$ cat src/rtl/bus_reader_if.sv
// Signal bundle shared by the host/control logic, bus_reader and the LFSR data slaves.
// master = bus_reader's view; slave = the host plus slaves seen from the other side.
interface bus_reader_if #(
  parameter int AW = 4,
  parameter int DW = 32
);
  logic          req;
  logic [AW-1:0] req_addr;
  logic          busy;
  logic [AW-1:0] a;
  logic          q1_id;
  logic          d_en;
  logic          match;
  logic [DW-1:0] d;
  logic [DW-1:0] rdata;
  logic          rvalid;
  logic          rerr;

  modport master (
    input  req, req_addr, match, d,
    output busy, a, q1_id, d_en, rdata, rvalid, rerr
  );

  modport slave (
    output req, req_addr, match, d,
    input  busy, a, q1_id, d_en, rdata, rvalid, rerr
  );
endinterface

$ cat src/rtl/bus_reader.sv
// Initiator of the LFSR data bus: address, confirm match, capture, drive, sample one word.
// Optional feature macro: BUS_READER_TIMEOUT_EN (ADDR waits up to TIMEOUT cycles for match).
module bus_reader #(
  parameter int AW      = 4,
  parameter int DW      = 32,
  parameter int TIMEOUT = 8
) (
  input  logic         clk,
  input  logic         rst,
  bus_reader_if.master bus
);

  typedef enum logic [2:0] {
    S_IDLE = 3'd0,
    S_ADDR = 3'd1,
    S_CAP  = 3'd2,
    S_DRV  = 3'd3,
    S_SMP  = 3'd4,
    S_DONE = 3'd5,
    S_ERR  = 3'd6
  } state_t;

  if (TIMEOUT < 1) begin : g_bad_timeout
    $error("bus_reader: TIMEOUT must be at least 1");
  end

  state_t        state_r;
  logic          busy_r;
  logic [AW-1:0] a_r;
  logic          q1_id_r;
  logic          d_en_r;
  logic [DW-1:0] rdata_r;
  logic          rvalid_r;
  logic          rerr_r;

`ifdef BUS_READER_TIMEOUT_EN
  localparam int            CW       = $clog2(TIMEOUT + 1);
  localparam logic [CW-1:0] CNT_LAST = CW'(TIMEOUT - 1);
  logic [CW-1:0] cnt_r;
`endif

  // Transaction sequencer; every bus-facing output is a flop updated here.
  always_ff @(posedge clk) begin
    if (rst) begin
      state_r  <= S_IDLE;
      busy_r   <= 1'b0;
      a_r      <= {AW{1'b0}};
      q1_id_r  <= 1'b0;
      d_en_r   <= 1'b0;
      rdata_r  <= {DW{1'b0}};
      rvalid_r <= 1'b0;
      rerr_r   <= 1'b0;
`ifdef BUS_READER_TIMEOUT_EN
      cnt_r    <= {CW{1'b0}};
`endif
    end else begin
      // Strobes are single-cycle unless the state below re-asserts them.
      q1_id_r  <= 1'b0;
      rvalid_r <= 1'b0;
      rerr_r   <= 1'b0;
      case (state_r)
        S_IDLE: begin
          if (bus.req) begin
            a_r     <= bus.req_addr;
            busy_r  <= 1'b1;
            state_r <= S_ADDR;
          end else begin
            state_r <= S_IDLE;
          end
        end
        S_ADDR: begin
          if (bus.match) begin
            q1_id_r <= 1'b1;
            state_r <= S_CAP;
`ifdef BUS_READER_TIMEOUT_EN
            cnt_r   <= {CW{1'b0}};
`endif
          end else begin
`ifdef BUS_READER_TIMEOUT_EN
            if (cnt_r == CNT_LAST) begin
              rerr_r  <= 1'b1;
              cnt_r   <= {CW{1'b0}};
              state_r <= S_ERR;
            end else begin
              cnt_r   <= cnt_r + {{(CW-1){1'b0}}, 1'b1};
              state_r <= S_ADDR;
            end
`else
            rerr_r  <= 1'b1;
            state_r <= S_ERR;
`endif
          end
        end
        S_CAP: begin
          d_en_r  <= 1'b1;
          state_r <= S_DRV;
        end
        S_DRV: begin
          d_en_r  <= 1'b1;
          state_r <= S_SMP;
        end
        S_SMP: begin
          rdata_r  <= bus.d;
          d_en_r   <= 1'b0;
          rvalid_r <= 1'b1;
          state_r  <= S_DONE;
        end
        S_DONE: begin
          busy_r  <= 1'b0;
          state_r <= S_IDLE;
        end
        S_ERR: begin
          busy_r  <= 1'b0;
          state_r <= S_IDLE;
        end
        default: begin
          busy_r  <= 1'b0;
          d_en_r  <= 1'b0;
          state_r <= S_IDLE;
`ifdef BUS_READER_TIMEOUT_EN
          cnt_r   <= {CW{1'b0}};
`endif
        end
      endcase
    end
  end

  assign bus.busy   = busy_r;
  assign bus.a      = a_r;
  assign bus.q1_id  = q1_id_r;
  assign bus.d_en   = d_en_r;
  assign bus.rdata  = rdata_r;
  assign bus.rvalid = rvalid_r;
  assign bus.rerr   = rerr_r;

endmodule

$ cat src/flat_wrapper.sv
// flat-port wrapper written by rule: the top's interface ports become plain ports
module bus_reader_flat 
#(
  parameter int AW      = 4,
  parameter int DW      = 32,
  parameter int TIMEOUT = 8
)
  (clk, rst, bus_req, bus_req_addr, bus_match, bus_d, bus_busy, bus_a, bus_q1_id, bus_d_en, bus_rdata, bus_rvalid, bus_rerr);
  bus_reader_if #(.AW(AW), .DW(DW)) bus_i ();
  input  logic clk;
  input  logic rst;
  input wire logic [$bits(bus_i.req)-1:0] bus_req;
  input wire logic [$bits(bus_i.req_addr)-1:0] bus_req_addr;
  input wire logic [$bits(bus_i.match)-1:0] bus_match;
  input wire logic [$bits(bus_i.d)-1:0] bus_d;
  output wire logic [$bits(bus_i.busy)-1:0] bus_busy;
  output wire logic [$bits(bus_i.a)-1:0] bus_a;
  output wire logic [$bits(bus_i.q1_id)-1:0] bus_q1_id;
  output wire logic [$bits(bus_i.d_en)-1:0] bus_d_en;
  output wire logic [$bits(bus_i.rdata)-1:0] bus_rdata;
  output wire logic [$bits(bus_i.rvalid)-1:0] bus_rvalid;
  output wire logic [$bits(bus_i.rerr)-1:0] bus_rerr;
  assign bus_i.req = bus_req;
  assign bus_i.req_addr = bus_req_addr;
  assign bus_i.match = bus_match;
  assign bus_i.d = bus_d;
  assign bus_busy = bus_i.busy;
  assign bus_a = bus_i.a;
  assign bus_q1_id = bus_i.q1_id;
  assign bus_d_en = bus_i.d_en;
  assign bus_rdata = bus_i.rdata;
  assign bus_rvalid = bus_i.rvalid;
  assign bus_rerr = bus_i.rerr;
  bus_reader #(.AW(AW), .DW(DW), .TIMEOUT(TIMEOUT)) u_core (.clk(clk), .rst(rst), .bus(bus_i));
endmodule
$ cat config.mk
export PLATFORM = sky130hd
export DESIGN_NAME = bus_reader_flat
export DESIGN_NICKNAME = d
export VERILOG_FILES = /design/src/rtl/bus_reader_if.sv /design/src/rtl/bus_reader.sv /design/src/flat_wrapper.sv
export SDC_FILE = /design/constraint.sdc
export NUM_CORES = 1
export LEC_CHECK = 0
export ABC_CLOCK_PERIOD_IN_PS = 1790
export CORE_UTILIZATION = 39
export DETAILED_ROUTE_END_ITERATION = 8
export GPL_TIMING_DRIVEN = 1
export PLACE_DENSITY = 0.81
export SETUP_SLACK_MARGIN = 0.1
export SYNTH_ARGS = -nofsm -noshare
export SYNTH_HDL_FRONTEND = slang
export SYNTH_SLANG_ARGS = --single-unit
$ cat constraint.sdc
create_clock -name clk -period 1.79 [get_ports clk]
set_input_delay 0.537 -clock clk [delete_from_list [all_inputs] [get_ports clk]]
set_output_delay 0.537 -clock clk [all_outputs]
set_load 0.1 [all_outputs]
; Word level (Yosys, flattened, before mapping)
; Cells that the tools add are included.
; Widths: inputs -> output; s select.
[word_totals]
reg_bits = 44
in_bits = 40
out_inout_bits = 41
elab_cells = 33
[classes]
eq_ne = 7
mux = 9
n_bitwise = 2
n_reduce_logical = 7
[op_table]
columns = op, n
row1 = $pmux 3 s5, 1
row2 = $eq 3x3->1 const B, 3
row3 = $reduce_or 4->1, 2
row4 = $eq 3x2->1 const B, 2
row5 = $mux 1, 5
row6 = $pmux 1 s2, 2
row7 = $reduce_and 2->1, 2
row8 = $reduce_or 2->1, 2
row9 = $eq 3x1->1 const B, 1
row10 = $logic_not 3->1, 1
row11 = $mux 3, 1
row12 = $ne 2x2->1 const B, 1
row13 = $not 1->1, 2

; Longest topological paths before layout
[logic_depth]
depth_word = 4
depth_mapped = 6
depth_no_buf = 3

; Worst setup path before layout
; Ideal clock, no wire load.
[synth_path]
kind = reg2out
from = register u_core.d_en_r (netlist: u_core.bus.d_en)
to = output bus_d_en
arrival_ps = 941
required_time_ps = 1253
slack_ps = 312
path_stages_with_launch = 1
n_path_buf = 0
path_cell_list = dfxtp_1
[synth_rtl]
columns = element, line
row1 = from (decl), bus_reader.sv:31  ; logic d_en_r;
row2 = from (signal assigned), bus_reader.sv:49  ; d_en_r <= 1'b0;
row3 = from (signal assigned), bus_reader.sv:95  ; d_en_r <= 1'b1;
row4 = from (signal assigned), bus_reader.sv:99  ; d_en_r <= 1'b1;
row5 = to (decl), flat_wrapper.sv:19  ; output wire logic [$bits(bus_i.d_en)-1:0] bus_d_en;
; No word-level cell between the ends.

; Worst setup path after layout
[layout_path]
from = input bus_req
to = register u_core.a_r[2] (netlist: u_core.bus.a[2])
[layout_via]
elab_chain_cells = 1
[layout_lines]
columns = element, line
row1 = from (decl), flat_wrapper.sv:12  ; input wire logic [$bits(bus_i.req)-1:0] bus_req;
row2 = $reduce_and 2->1 (no line), n/a
row3 = to (signal assigned), bus_reader.sv:47  ; a_r <= {AW{1'b0}};
row4 = to (signal assigned), bus_reader.sv:64  ; a_r <= bus.req_addr;
row5 = to (decl), bus_reader.sv:29  ; logic [AW-1:0] a_r;
; Every way passes these cells.
; A chain may end at the register's enable or synchronous reset.

==> flow_metrics.tcl <==
set metrics [dict create \
    r2r_cells 4 \
    rsz0062_at_grt "false" \
    cts-hold-fix-buffers 0 \
    fp.dieW_um 66.1 \
    ios 81 \
    finalSetupViolCount 0 \
    rows 22 \
    cts.clk_slew.worst_paths_ns 0.07 \
    p_per_area_mw_per_mm2 895 \
    root_buffer "clkbuf_8" \
    cts_tree "done" \
    synthTopCellsByArea "dfxtp_1, nand2_1, a21oi_1" \
    synth_flop_cell "dfxtp_1" \
    reg2reg_from "u_core.state_r[1]" \
    h-tree-depth 2 \
    initial_core_util_pct 42.2 \
    drc_errors 0 \
    detail_route.first_pass.iterations 4 \
    cts_buffers 5 \
    synth_most_common_cell "nand2_1" \
    fin_util_pct 77.2 \
    grt_antenna_before_repair 0 \
    ys_top_cells_by_count "nand2_1, dfxtp_1, a21oi_1" \
    post_cts_buffers 0 \
    die_h_um 66.1 \
    syn_inst 183 \
    clk_latency_ns 0.30 \
    grt_overflow 0 \
    wl_mm 4.20 \
    syn_area_per_cell_um2 8.76 \
    final_hold_viol_count 0 \
    critPathLaunchType "input pin" \
    critPathKind "in2reg" \
    endpoint_kind "register" \
    reg2reg_to "u_core.bus.rdata[1]" \
    r2r_slack_ns 0.38 \
    ant_nets 0 \
    final_nets 305 \
    vias_per_cell 4.93 \
    whs_path_depth 2 \
    synth_nets 223 \
    slew_violations 0 \
    avgRoutedWirePerCell_um 13.4 \
    hold_path.class "reg2reg" \
    route.vias.total 1547 \
    arrival_ns 1.68 \
    power.total_mw 2.62 \
    skew_ns 0.00591 \
    diodes 0 \
    cts_resized 0 \
    status "finished clean" \
    fin_tns_setup_ns 0 \
    dr.first_iter.drc_count 73 \
    p_leak_nw 1.08 \
    hp-start "u_core.bus.rdata[16]" \
    ir_drop_v 0.000929 \
    netlist_area_mm2 0.00160 \
    dieArea_mm2 0.00437 \
    ys_ff_latch 44 \
    grt_pass1_vias 1490 \
    gp_congestion 0.756 \
    grt_use_total_pct 21.5 \
    drv_cap 0 \
    cp_max_fo 5 \
    worstHoldEndpoint "u_core.bus.rdata[16]" \
    synth_cell_types 22 \
    grt_max_degree 33 \
    yosys_warnings 0 \
    dpl.cell_count 306 \
    synth_edf_count 0 \
    ctsLongestPathBuffers 2 \
    period_minus_slack_ns 1.48 \
    grt_pass1_wl_mm 6.87 \
    ys_seq_area_share_pct 55.0 \
    tightest_slew_ns 0.416 \
    max_freq_mhz 674 \
    clock_sinks 44 \
    min_period_over_period_pct 82.9 \
    instances_no_fill 314 \
    yosys.area.top_type "dfxtp_1" \
    maxSlewHeadroom_pct 72.3 \
    async_flop_share_pct 0 \
    syn2layout_area_growth_pct 82.9 \
    drive_gt1_share_pct 22.6 \
    port_buffers 80 \
    place_hpwl_mm 3.16 \
    crit_required_ns 1.99 \
    synth.top_cell.area_share_pct 55.0 \
    core_area_mm2 0.00380 \
]
-- logic make-up after synthesis --
| kind of cell | share of synthesized area [%] |
|---|---|
| muxes | 2.50 |
| xor gates and xnor gates | 0.547 |
| and+or+nand+nor | 22.6 |
| DFF | 55.0 |
| AOI/OAI and AO/OA | 12.3 |
| buffers and inverters | 7.10 |
-- layout make-up --
type	instances	area, um^2
fillers	263	867
flip-flops and latches	44	881
repair buffers	90	1290
clock buffers	8	90.1
well taps	48	60.1
multi-input cells	124	614
-- layout by cell type (no fill, tap or decap) --
master,Yosys,final
nor4b_1,1,1
a21oi_2,1,1
nor2_1,7,7
clkdlybuf4s50_1,0,39
mux2i_1,4,4
dfxtp_1,44,44
buf_4,3,10
nor4b_4,1,1
xnor2_1,1,1
buf_12,0,41
o32ai_1,1,1
nor3_1,2,2
a21oi_1,33,33
nor4_1,1,1
or3b_1,1,1
clkbuf_1,5,2
nand2b_1,3,3
nand2_1,64,64
nor3b_4,0,1
a2111oi_0,1,1
o21ai_0,1,1
nand3b_1,1,1
clkbuf_8,0,6
-- worst max-delay path, stage by stage --
cell	delay (ns)
clkdlybuf4s50_1	0.47
nor4b_4	0.20
buf_4	0.20
mux2i_1	0.22
nor2_1	0.06
-- stage by stage --
| step | hold WS (ns) | instance area, um^2 | setup WS, ns |
|---|---|---|---|
| 2_1_floorplan | 0.536 | 1600 | 0.312 |
| 3_5_place_dp | 0.484 | 2840 | -0.0396 |
| 6_report | 0.491 | 2930 | 0.306 |
| 3_3_place_gp | 0.479 | 2840 | 0.0798 |
| 4_1_cts | 0.494 | 2930 | 0.286 |
| 5_1_grt | 0.517 | 2930 | 0.215 |
-- sequential cells by signal, indices dropped and copies added (netlist names) --
name               cells
u_core.bus.rdata      32
u_core.bus.busy        1
u_core.bus.d_en        1
u_core.bus.a           4
u_core.state_r         3
u_core.bus.rerr        1
u_core.bus.q1_id       1
u_core.bus.rvalid      1
-- routing by layer --
| metal | wire, um | vias up | GRT usage (%) |
|---|---|---|---|
| met2 | 2120 | 64 | 36.7 |
| met4 | 81 | 0 | 10.1 |
| met5 | 0 | - | 0 |
| li1 | - | 758 | - |
| met3 | 384 | 6 | 8.97 |
| met1 | 1620 | 719 | 22.8 |
-- worst max-delay path by stage --
stage / start / end / slack (ns) / depth (start not counted)
3_5_place_dp: bus_req / u_core.bus.a[2] / -0.04 / 5
4_1_cts: bus_req / u_core.bus.a[2] / 0.29 / 5
2_1_floorplan: u_core.bus.d_en / bus_d_en / 0.31 / 0
6_report: bus_req / u_core.bus.a[2] / 0.31 / 5
3_3_place_gp: bus_req / u_core.bus.a[3] / 0.08 / 5
5_1_grt: bus_req / u_core.bus.a[2] / 0.21 / 5
-- power breakdown --
part	switching, mW	internal, mW	total [mW]
registers	0.0589	1.04	1.10
clock network	0.310	0.314	0.625
logic	0.546	0.355	0.901
(Power assumes the default switching activity.)
